==> config.mk <==
export PLATFORM = sky130hd
export DESIGN_NAME = gmii_tx_framer
export DESIGN_NICKNAME = d
export VERILOG_FILES = /design/src/rtl/gmii_tx_framer.sv
export SDC_FILE = /design/constraint.sdc
export NUM_CORES = 1
export LEC_CHECK = 0
export CAP_MARGIN = 20
export CORE_MARGIN = 4
export CORE_UTILIZATION = 59
export CTS_CLUSTER_DIAMETER = 200
export DETAILED_ROUTE_END_ITERATION = 10
export MAX_ROUTING_LAYER = met4
export PLACE_DENSITY = 0.93
export REMOVE_ABC_BUFFERS = 1
export SLEW_MARGIN = 20
export SYNTH_ARGS = -nofsm -noshare
export SYNTH_HDL_FRONTEND = slang
export SYNTH_SLANG_ARGS = --single-unit
==> constraint.sdc <==
create_clock -name i_TxClk -period 5.1 [get_ports i_TxClk]
set_input_delay 0.765 -clock i_TxClk [delete_from_list [all_inputs] [get_ports i_TxClk]]
set_output_delay 0.765 -clock i_TxClk [all_outputs]
set_load 0.05 [all_outputs]
==> src/rtl/gmii_tx_framer.sv <==
// GMII transmit framer: preamble/SFD insertion, padding, CRC-32 FCS and
// inter-frame gap enforcement, with underrun/oversize/error reporting.
module gmii_tx_framer #(
  parameter int P_PREAMBLE_LEN = 7,
  parameter int P_IFG          = 12,
  parameter int P_MIN_FRAME    = 60,
  parameter int P_MAX_FRAME    = 1514,
  parameter bit P_APPEND_FCS   = 1'b1
) (
  input  logic        i_TxClk,
  input  logic        i_Reset_L,
  input  logic [7:0]  i8_Data,
  input  logic        i_Valid,
  input  logic        i_Last,
  input  logic        i_Err,
  output logic        o_Ready,
  output logic [7:0]  o8_TxD,
  output logic        o_TxEN,
  output logic        o_TxER,
  output logic        o_Busy,
  output logic [15:0] o16_FrameCnt,
  output logic [15:0] o16_ErrCnt
);
  // state | meaning (octet loaded at the next edge)
  // IDLE  | line idle, waiting for i_Valid
  // PRE   | 0x55 preamble octets
  // SFD   | 0xD5 start-of-frame delimiter
  // DATA  | user octets, or the 0xFF error octet
  // PAD   | 0x00 pad up to the minimum frame length
  // FCS   | inverted CRC, LSB octet first
  // DROP  | line idle, discarding input to i_Last
  // IFG   | line idle for the inter-frame gap
  typedef enum logic [2:0] {
    S_IDLE, S_PRE, S_SFD, S_DATA, S_PAD, S_FCS, S_DROP, S_IFG
  } state_t;

  localparam logic [15:0] LP_MIN     = 16'(P_MIN_FRAME);
  localparam logic [15:0] LP_MAX     = 16'(P_MAX_FRAME);
  localparam logic [7:0]  LP_PRE_TMR = 8'(P_PREAMBLE_LEN - 1);
  localparam logic [7:0]  LP_IFG_TMR = 8'(P_IFG - 1);

  state_t      r_state, w_state_nxt, w_after_pad;
  logic [7:0]  r_tmr;
  logic [15:0] r_cnt, w_cnt_inc;
  logic [31:0] r_crc;
  logic        r_err;
  logic [7:0]  r_txd, w_txd_nxt;
  logic        r_txen, w_txen_nxt, r_txer, w_txer_nxt;
  logic [15:0] r_frame_cnt, r_err_cnt;
  logic        w_oversize, w_bad_cycle, w_send, w_err_now, w_enter_ifg;

  function automatic logic [31:0] f_crc_byte(input logic [31:0] i_crc, input logic [7:0] i_byte);
    logic [31:0] v_c;
    v_c = i_crc ^ {24'h0, i_byte};
    for (int k = 0; k < 8; k++)
      v_c = v_c[0] ? ((v_c >> 1) ^ 32'hEDB8_8320) : (v_c >> 1);
    return v_c;
  endfunction

  assign w_after_pad = P_APPEND_FCS ? S_FCS : S_IFG;
  assign w_cnt_inc   = r_cnt + 16'd1;
  assign w_oversize  = (r_state == S_DATA) && i_Valid && (r_cnt == LP_MAX);
  assign w_bad_cycle = (r_state == S_DATA) && (!i_Valid || w_oversize);
  assign w_send      = (r_state == S_DATA) && i_Valid && !w_oversize;
  assign w_err_now   = r_err || w_bad_cycle || (w_send && i_Err);
  assign w_enter_ifg = (w_state_nxt == S_IFG) && (r_state != S_IFG);

  assign o_Ready      = (r_state == S_DATA) || (r_state == S_DROP);
  assign o_Busy       = (r_state != S_IDLE);
  assign o8_TxD       = r_txd;
  assign o_TxEN       = r_txen;
  assign o_TxER       = r_txer;
  assign o16_FrameCnt = r_frame_cnt;
  assign o16_ErrCnt   = r_err_cnt;

  always_ff @(posedge i_TxClk or negedge i_Reset_L) begin
    if (!i_Reset_L) r_state <= S_IDLE;
    else            r_state <= w_state_nxt;
  end

  always_comb begin
    w_state_nxt = r_state;
    case (r_state)
      S_IDLE: if (i_Valid) w_state_nxt = S_PRE;
      S_PRE:  if (r_tmr == 8'd0) w_state_nxt = S_SFD;
      S_SFD:  w_state_nxt = S_DATA;
      S_DATA: begin
        if (!i_Valid)        w_state_nxt = S_DROP;
        else if (w_oversize) w_state_nxt = i_Last ? S_IFG : S_DROP;
        else if (i_Last)     w_state_nxt = (w_cnt_inc < LP_MIN) ? S_PAD : w_after_pad;
      end
      S_PAD:  if (w_cnt_inc == LP_MIN) w_state_nxt = w_after_pad;
      S_FCS:  if (r_tmr == 8'd0) w_state_nxt = S_IFG;
      S_DROP: if (i_Valid && i_Last) w_state_nxt = S_IFG;
      S_IFG:  if (r_tmr == 8'd0) w_state_nxt = i_Valid ? S_PRE : S_IDLE;
      default: w_state_nxt = S_IDLE;
    endcase
  end

  always_comb begin
    w_txd_nxt  = 8'h00;
    w_txen_nxt = 1'b0;
    w_txer_nxt = 1'b0;
    case (r_state)
      S_PRE: begin w_txd_nxt = 8'h55; w_txen_nxt = 1'b1; end
      S_SFD: begin w_txd_nxt = 8'hD5; w_txen_nxt = 1'b1; end
      S_DATA: begin
        w_txen_nxt = 1'b1;
        if (w_bad_cycle) begin
          w_txd_nxt  = 8'hFF;
          w_txer_nxt = 1'b1;
        end else begin
          w_txd_nxt  = i8_Data;
          w_txer_nxt = i_Err;
        end
      end
      S_PAD: w_txen_nxt = 1'b1;
      S_FCS: begin w_txd_nxt = ~r_crc[7:0]; w_txen_nxt = 1'b1; end
      default: ;
    endcase
  end

  always_ff @(posedge i_TxClk or negedge i_Reset_L) begin
    if (!i_Reset_L) begin
      r_tmr       <= 8'd0;
      r_cnt       <= 16'd0;
      r_crc       <= 32'hFFFF_FFFF;
      r_err       <= 1'b0;
      r_txd       <= 8'h00;
      r_txen      <= 1'b0;
      r_txer      <= 1'b0;
      r_frame_cnt <= 16'd0;
      r_err_cnt   <= 16'd0;
    end else begin
      r_txd  <= w_txd_nxt;
      r_txen <= w_txen_nxt;
      r_txer <= w_txer_nxt;

      // Timer is reloaded on every state change and counts down to zero.
      if (w_state_nxt != r_state) begin
        case (w_state_nxt)
          S_PRE:   r_tmr <= LP_PRE_TMR;
          S_FCS:   r_tmr <= 8'd3;
          S_IFG:   r_tmr <= LP_IFG_TMR;
          default: r_tmr <= 8'd0;
        endcase
      end else if (r_tmr != 8'd0) begin
        r_tmr <= r_tmr - 8'd1;
      end

      case (r_state)
        S_SFD: begin
          r_crc <= 32'hFFFF_FFFF;
          r_cnt <= 16'd0;
          r_err <= 1'b0;
        end
        S_DATA: begin
          if (w_send) begin
            r_crc <= f_crc_byte(r_crc, i8_Data);
            r_cnt <= w_cnt_inc;
          end
          if (w_err_now) r_err <= 1'b1;
        end
        S_PAD: begin
          r_crc <= f_crc_byte(r_crc, 8'h00);
          r_cnt <= w_cnt_inc;
        end
        S_FCS: r_crc <= {8'hFF, r_crc[31:8]};
        default: ;
      endcase

      if (w_enter_ifg) begin
        if (w_err_now) r_err_cnt   <= r_err_cnt + 16'd1;
        else           r_frame_cnt <= r_frame_cnt + 16'd1;
      end
    end
  end

endmodule

==> impl_metrics.py, run 1 <==
metrics = {
    "grt": {
        "track_usage": 0.269,
        "grt_pass1_wl_um": 29600,
        "grt_max_degree": 53,
        "antenna_found_initial": 0,
        "grt_pass1_vias": 5845,
        "grt-ovfl-total": 0,
    },
    "timing": {
        "max_freq_mhz": 251,
        "fin_crit_sh": 0.780,
        "fin_hold_ws_ps": 436,
        "timing_hold_violations_final": 0,
        "skew_ps": 8.48,
        "rsz0062_at_grt": "false",
        "tightest_slew_ps": 1100,
        "setup_viol": 0,
        "tns_ps": 0,
        "slew_viol_final": 0,
        "fin_crit_ps": 3980,
        "relSlewSlack": 0.266,
    },
    "setup_path": {
        "cp-end-kind": "register",
        "startpoint_type": "register",
        "critPathMaxFanout": 25,
        "worstSetupPathType": "register to register",
        "path_cells": "inv_1, ha_1, or3_1, nor2_1, or3b_2, o311ai_1, a311o_2, nand2b_4, nor2_1, mux2_1",
        "cpPeakStageDelay_ps": 830,
        "r2r_slack_ps": 1120,
        "cp_common_cell": "nor2_1",
        "r2r_cells": 10,
        "crit_arrival_ps": 4220,
        "cp.required_ps": 5340,
        "crit_slowest_cell": "dfrtp_1",
    },
    "placement": {
        "portBuffers": 56,
        "gp_congestion": 1.02,
        "dpl.hpwl_um": 12500,
    },
    "layout": {
        "multi_input_area_sq_um": 4240,
        "regArea_sq_um": 2590,
        "drive_above_1_share": 0.128,
        "diodes": 0,
        "fillCellCount": 856,
        "syn2layout_area_growth_pct": 13.0,
        "nets": 832,
    },
    "logic_synthesis": {
        "synthFlopType": "dfrtp_1",
        "synthDistinctLibCells": 69,
        "yosys-top-cells-area": "dfrtp_1, xnor2_1, dfstp_2, xor2_1, nor2_1",
        "synth_seq_cells": 102,
        "synth_cells": 783,
        "synth.cell_area_sq_um": 7080,
        "synth_warnings": 0,
        "ys_seq_area_frac": 0.366,
        "synthTopCellsByCount": "xnor2_1, nor2_1, dfrtp_1, nand2_1, xor2_1",
        "synth.most_common_cell": "xnor2_1",
        "synth-edff-count": 0,
        "synth_top_area_share": 0.247,
        "synth_area_leader_cell": "dfrtp_1",
        "synth_area_per_cell_sq_um": 9.04,
        "async_reset_ff_frac": 1.00,
    },
    "status": {
        "status": "finished, final reports clean",
    },
    "floorplan": {
        "die_width_um": 118,
        "core_area_sq_um": 11600,
        "rows": 39,
        "ioPinCount": 57,
        "start_util": 0.612,
        "die_h_um": 118,
        "dieArea_sq_um": 13800,
    },
    "power": {
        "irDropWorstVdd_uv": 573,
        "power_density_nw_per_um2": 780,
        "power_mw": 6.24,
        "p_leak_nw": 3.19,
    },
    "clock_network": {
        "ctsHoldBuffers": 0,
        "cts_inserted_buffers": 9,
        "cts_resized": 0,
        "clockBufferDepth": 2,
        "htree_levels": 3,
        "cts_tree": "built",
        "cts_root_buffer": "clkbuf_16",
        "postCtsSetupRepairBufs": 0,
        "cts.sinks": 102,
        "path_clk_slew_ps": 70,
        "worstSkewPairLatency_ps": 360,
    },
    "route": {
        "drt_iter0_markers": 790,
        "dr.pass1.iters": 5,
        "drc_errors": 0,
        "wl_per_cell_um": 19.0,
        "via_per_inst": 6.46,
        "drt-total-wl_um": 18200,
        "drt.antenna.violating_nets": 0,
        "num_vias": 6179,
    },
    "job": {
        "drv_cap": 0,
    },
    "hold_path": {
        "hp-class": "input pin to asynchronous set/reset pin",
    },
}
-- final timing paths --
kind / from / endpoint
min in group i_TxClk: o16_FrameCnt[15] / o16_FrameCnt[15]
max in group asynchronous: i_Reset_L / o16_FrameCnt[4]
min: i_Reset_L / r_cnt[5]
min reg2reg: o16_FrameCnt[15] / o16_FrameCnt[15]
max: r_state[2] / o16_ErrCnt[1]
max reg2reg: r_state[2] / o16_ErrCnt[1]
-- flip-flops by register name, summed over array words and instances (netlist names) --
register,count
o16_ErrCnt,16
o16_FrameCnt,16
o8_TxD,8
o_TxEN,1
o_TxER,1
r_cnt,16
r_crc,32
r_err,1
r_state,3
r_tmr,8
-- through the flow --
step | instances | area, sq um | worst slack, ps | util
2_1_floorplan | 733 | 6860 | 583 | -
3_3_place_gp | 941 | 7680 | 1340 | 0.665
3_5_place_dp | 941 | 7680 | 1230 | 0.665
4_1_cts | 957 | 8000 | 1180 | 0.692
5_1_grt | 957 | 8000 | 906 | 0.692
6_report | 957 | 8000 | 1120 | 0.692
-- where the power goes --
part           internal [mW]  switching [mW]  total (mW)
logic                   1.57            2.49        4.07
clock network          0.392           0.327       0.719
registers               1.12           0.335        1.46
total                   3.09            3.16        6.24
-- area by class of cell --
type / instances / area share
Clock buffer: 9 / 0.0281
Clock inverter: 7 / 0.0111
Inverter: 14 / 0.00657
Multi-Input combinational cell: 617 / 0.530
Sequential cell: 102 / 0.324
Tap cell: 143 / 0.0224
Timing Repair Buffer: 65 / 0.0782
-- placed cells by master (no fill, tap or decap), drive strengths merged, types with 11 or more instances in the layout --
cell and n:
xor2 66, nand3 21, xnor2 97, dfstp 32, clkdlybuf4s50 55, o31ai 11, nor2 74, nor3 24
o21ai 53, inv 17, nand4 14, nor4 19, nand2 66, dfrtp 70, a21oi 40, a221oi 18
-- kinds of logic after synthesis --
kind of cell | after synthesis | synth area share
and+or+nand+nor | 262 | 0.201
muxes | 9 | 0.0138
buffers and inverters | 64 | 0.0385
DFF | 102 | 0.366
adders and majority gates | 10 | 0.0177
xor gates and xnor gates | 163 | 0.202
AOI/OAI and AO/OA | 173 | 0.162
-- routing by layer --
metal,track usage,vias to the layer above,wire (um),share of wire
met1,0.329,2977,7300,0.40
met5,-,-,0,0
met2,0.432,327,8840,0.49
met3,0.0562,70,1470,0.081
met4,0.118,0,586,0.032
li1,-,2805,-,-
-- critical path, delay by kind of cell (launching register included) --
kind	cells	cell delay, ps
flip-flops	1	830
adder cells (fa/ha/maj)	1	260
buffers and inverters	1	330
multiplexers	1	350
AO/OA/AOI/OAI	2	790
AND/OR/NAND/NOR	5	1290
Note: power is estimated with default switching activity, not from simulation.
==> run 2: changes to the inputs <==
==> constraint.sdc (replaced) <==
create_clock -name i_TxClk -period 4.1 [get_ports i_TxClk]
set_input_delay 0.615 -clock i_TxClk [delete_from_list [all_inputs] [get_ports i_TxClk]]
set_output_delay 0.615 -clock i_TxClk [all_outputs]
set_load 0.05 [all_outputs]
==> impl_metrics.py, run 2 (synthesized netlist as in run 1, its figures left out) <==
metrics = {
    "layout": {
        "syn2layout_area_growth_pct": 14.3,
        "multi_input_area_sq_um": 4240,
        "layout_common_cells": "xnor2_1, nor2_1, dfrtp_1",
        "drive_above_1_share": 0.140,
        "nets": 844,
        "fillCellCount": 831,
        "layout.cells.non_filler": 969,
        "max_flop_register": "r_crc",
        "regArea_sq_um": 2590,
        "final_area_sq_um": 8100,
        "diodes": 0,
        "final_common_cell": "xnor2_1",
        "largest_reg_flops": 32,
    },
    "setup_path": {
        "r2r_cells": 10,
        "critPathMaxFanout": 15,
        "r2r_end": "o16_FrameCnt[9]",
        "cp-end-kind": "register",
        "worstSetupPathType": "register to register",
        "crit_arrival_ps": 3840,
        "startpoint_type": "register",
        "cp.required_ps": 4320,
        "r2r_slack_ps": 480,
        "r2r_start": "r_cnt[1]",
    },
    "route": {
        "wl_per_cell_um": 19.0,
        "dr.pass1.iters": 7,
        "num_vias": 6266,
        "drt.antenna.violating_nets": 0,
        "via_per_inst": 6.47,
        "drt_iter0_markers": 857,
        "drc_errors": 0,
        "drt-total-wl_um": 18400,
    },
    "timing": {
        "slew_viol_final": 0,
        "fin_crit_ps": 3620,
        "setup_viol": 0,
        "relSlewSlack": 0.337,
        "rsz0062_at_grt": "false",
        "fin_crit_sh": 0.883,
        "fin_hold_ws_ps": 290,
        "max_freq_mhz": 276,
        "tightest_slew_ps": 986,
        "skew_ps": 12.2,
        "timing_hold_violations_final": 0,
        "tns_ps": 0,
    },
    "clock_network": {
        "htree_levels": 3,
        "cts_root_buffer": "clkbuf_16",
        "cts_tree": "built",
        "worstSkewPairLatency_ps": 370,
        "cts_inserted_buffers": 9,
        "path_clk_slew_ps": 80,
        "cts_resized": 0,
        "postCtsSetupRepairBufs": 0,
        "cts.sinks": 102,
        "clockBufferDepth": 2,
        "ctsHoldBuffers": 0,
    },
    "floorplan": {
        "rows": 39,
        "die_width_um": 118,
        "core_area_sq_um": 11600,
        "dieArea_sq_um": 13800,
        "start_util": 0.612,
        "ioPinCount": 57,
        "die_h_um": 118,
    },
    "power": {
        "pwr-share-clk": 0.112,
        "power_density_nw_per_um2": 970,
        "p_leak_nw": 3.25,
        "intPower_mw": 3.87,
        "switchingPower_mw": 3.99,
        "irDropWorstVdd_uv": 709,
        "seqPwrFrac": 0.225,
        "combPwrFrac": 0.663,
        "switching_share": 0.507,
    },
    "job": {
        "drv_cap": 0,
    },
    "grt": {
        "grt_pass1_wl_um": 30200,
        "track_usage": 0.275,
        "antenna_found_initial": 0,
        "grt_max_degree": 85,
        "grt-ovfl-total": 0,
        "grt_pass1_vias": 5895,
    },
    "placement": {
        "dpl.hpwl_um": 12500,
        "placedCellCount": 953,
        "gp_congestion": 1.01,
        "portBuffers": 56,
        "placed_area_sq_um": 7770,
    },
    "status": {
        "status": "finished, final reports clean",
    },
    "hold_path": {
        "hp-class": "input pin to asynchronous set/reset pin",
    },
}
-- run 2: power by group through the flow --
stage	Sequential (mW)	Clock, mW	Combinational, mW
CTS	1.76	0.898	5.13
finish	1.77	0.881	5.20
floorplan	2.02	0	3.47
global route	1.80	0.936	5.61
detailed placement	1.77	0	5.08
global placement	1.75	0	4.92
-- run 2: layer usage --
metal,part of all wire,wire (um),track usage
met1,0.39,7200,0.342
met2,0.49,9040,0.439
met3,0.088,1620,0.0625
met4,0.031,574,0.105
met5,0,0,-
-- run 2: how the worst max path moves through the flow --
stage,start,end,slack [ps],depth (start not counted)
floorplan,r_state[0],o16_FrameCnt[1],-420,8
global placement,i_Valid,o16_ErrCnt[1],670,7
detailed placement,r_cnt[1],o16_FrameCnt[9],590,10
CTS,r_cnt[1],o16_FrameCnt[9],520,10
global route,r_cnt[1],o16_FrameCnt[9],360,10
finish,r_cnt[1],o16_FrameCnt[9],480,10
-- run 2: final cells by class --
cell class	count	share of cell area
clock buffers	9	0.0278
clock inverters	7	0.0110
inverters	14	0.00649
multi-input cells	617	0.523
flip-flops and latches	102	0.320
well taps	143	0.0221
repair buffers	77	0.0889
-- run 2: per-stage QoR --
step                       util  worst slack [ps]  total power [mW]
after floorplan               -              -417              5.49
after global placement    0.672               670              6.67
after detailed placement  0.672               591              6.85
after CTS                 0.699               519              7.78
after global routing      0.700               361              8.35
final                     0.700               481              7.86
-- run 2: worst max-delay path, stage by stage, from the launching register on --
cell     delay, ps
dfrtp_1        490
ha_1           330
nand4_1        210
nor3_1         400
mux2i_1        260
nand4_1        150
nor3_1         390
o31ai_4        230
buf_4          260
nor4b_1        580
xor2_1         160
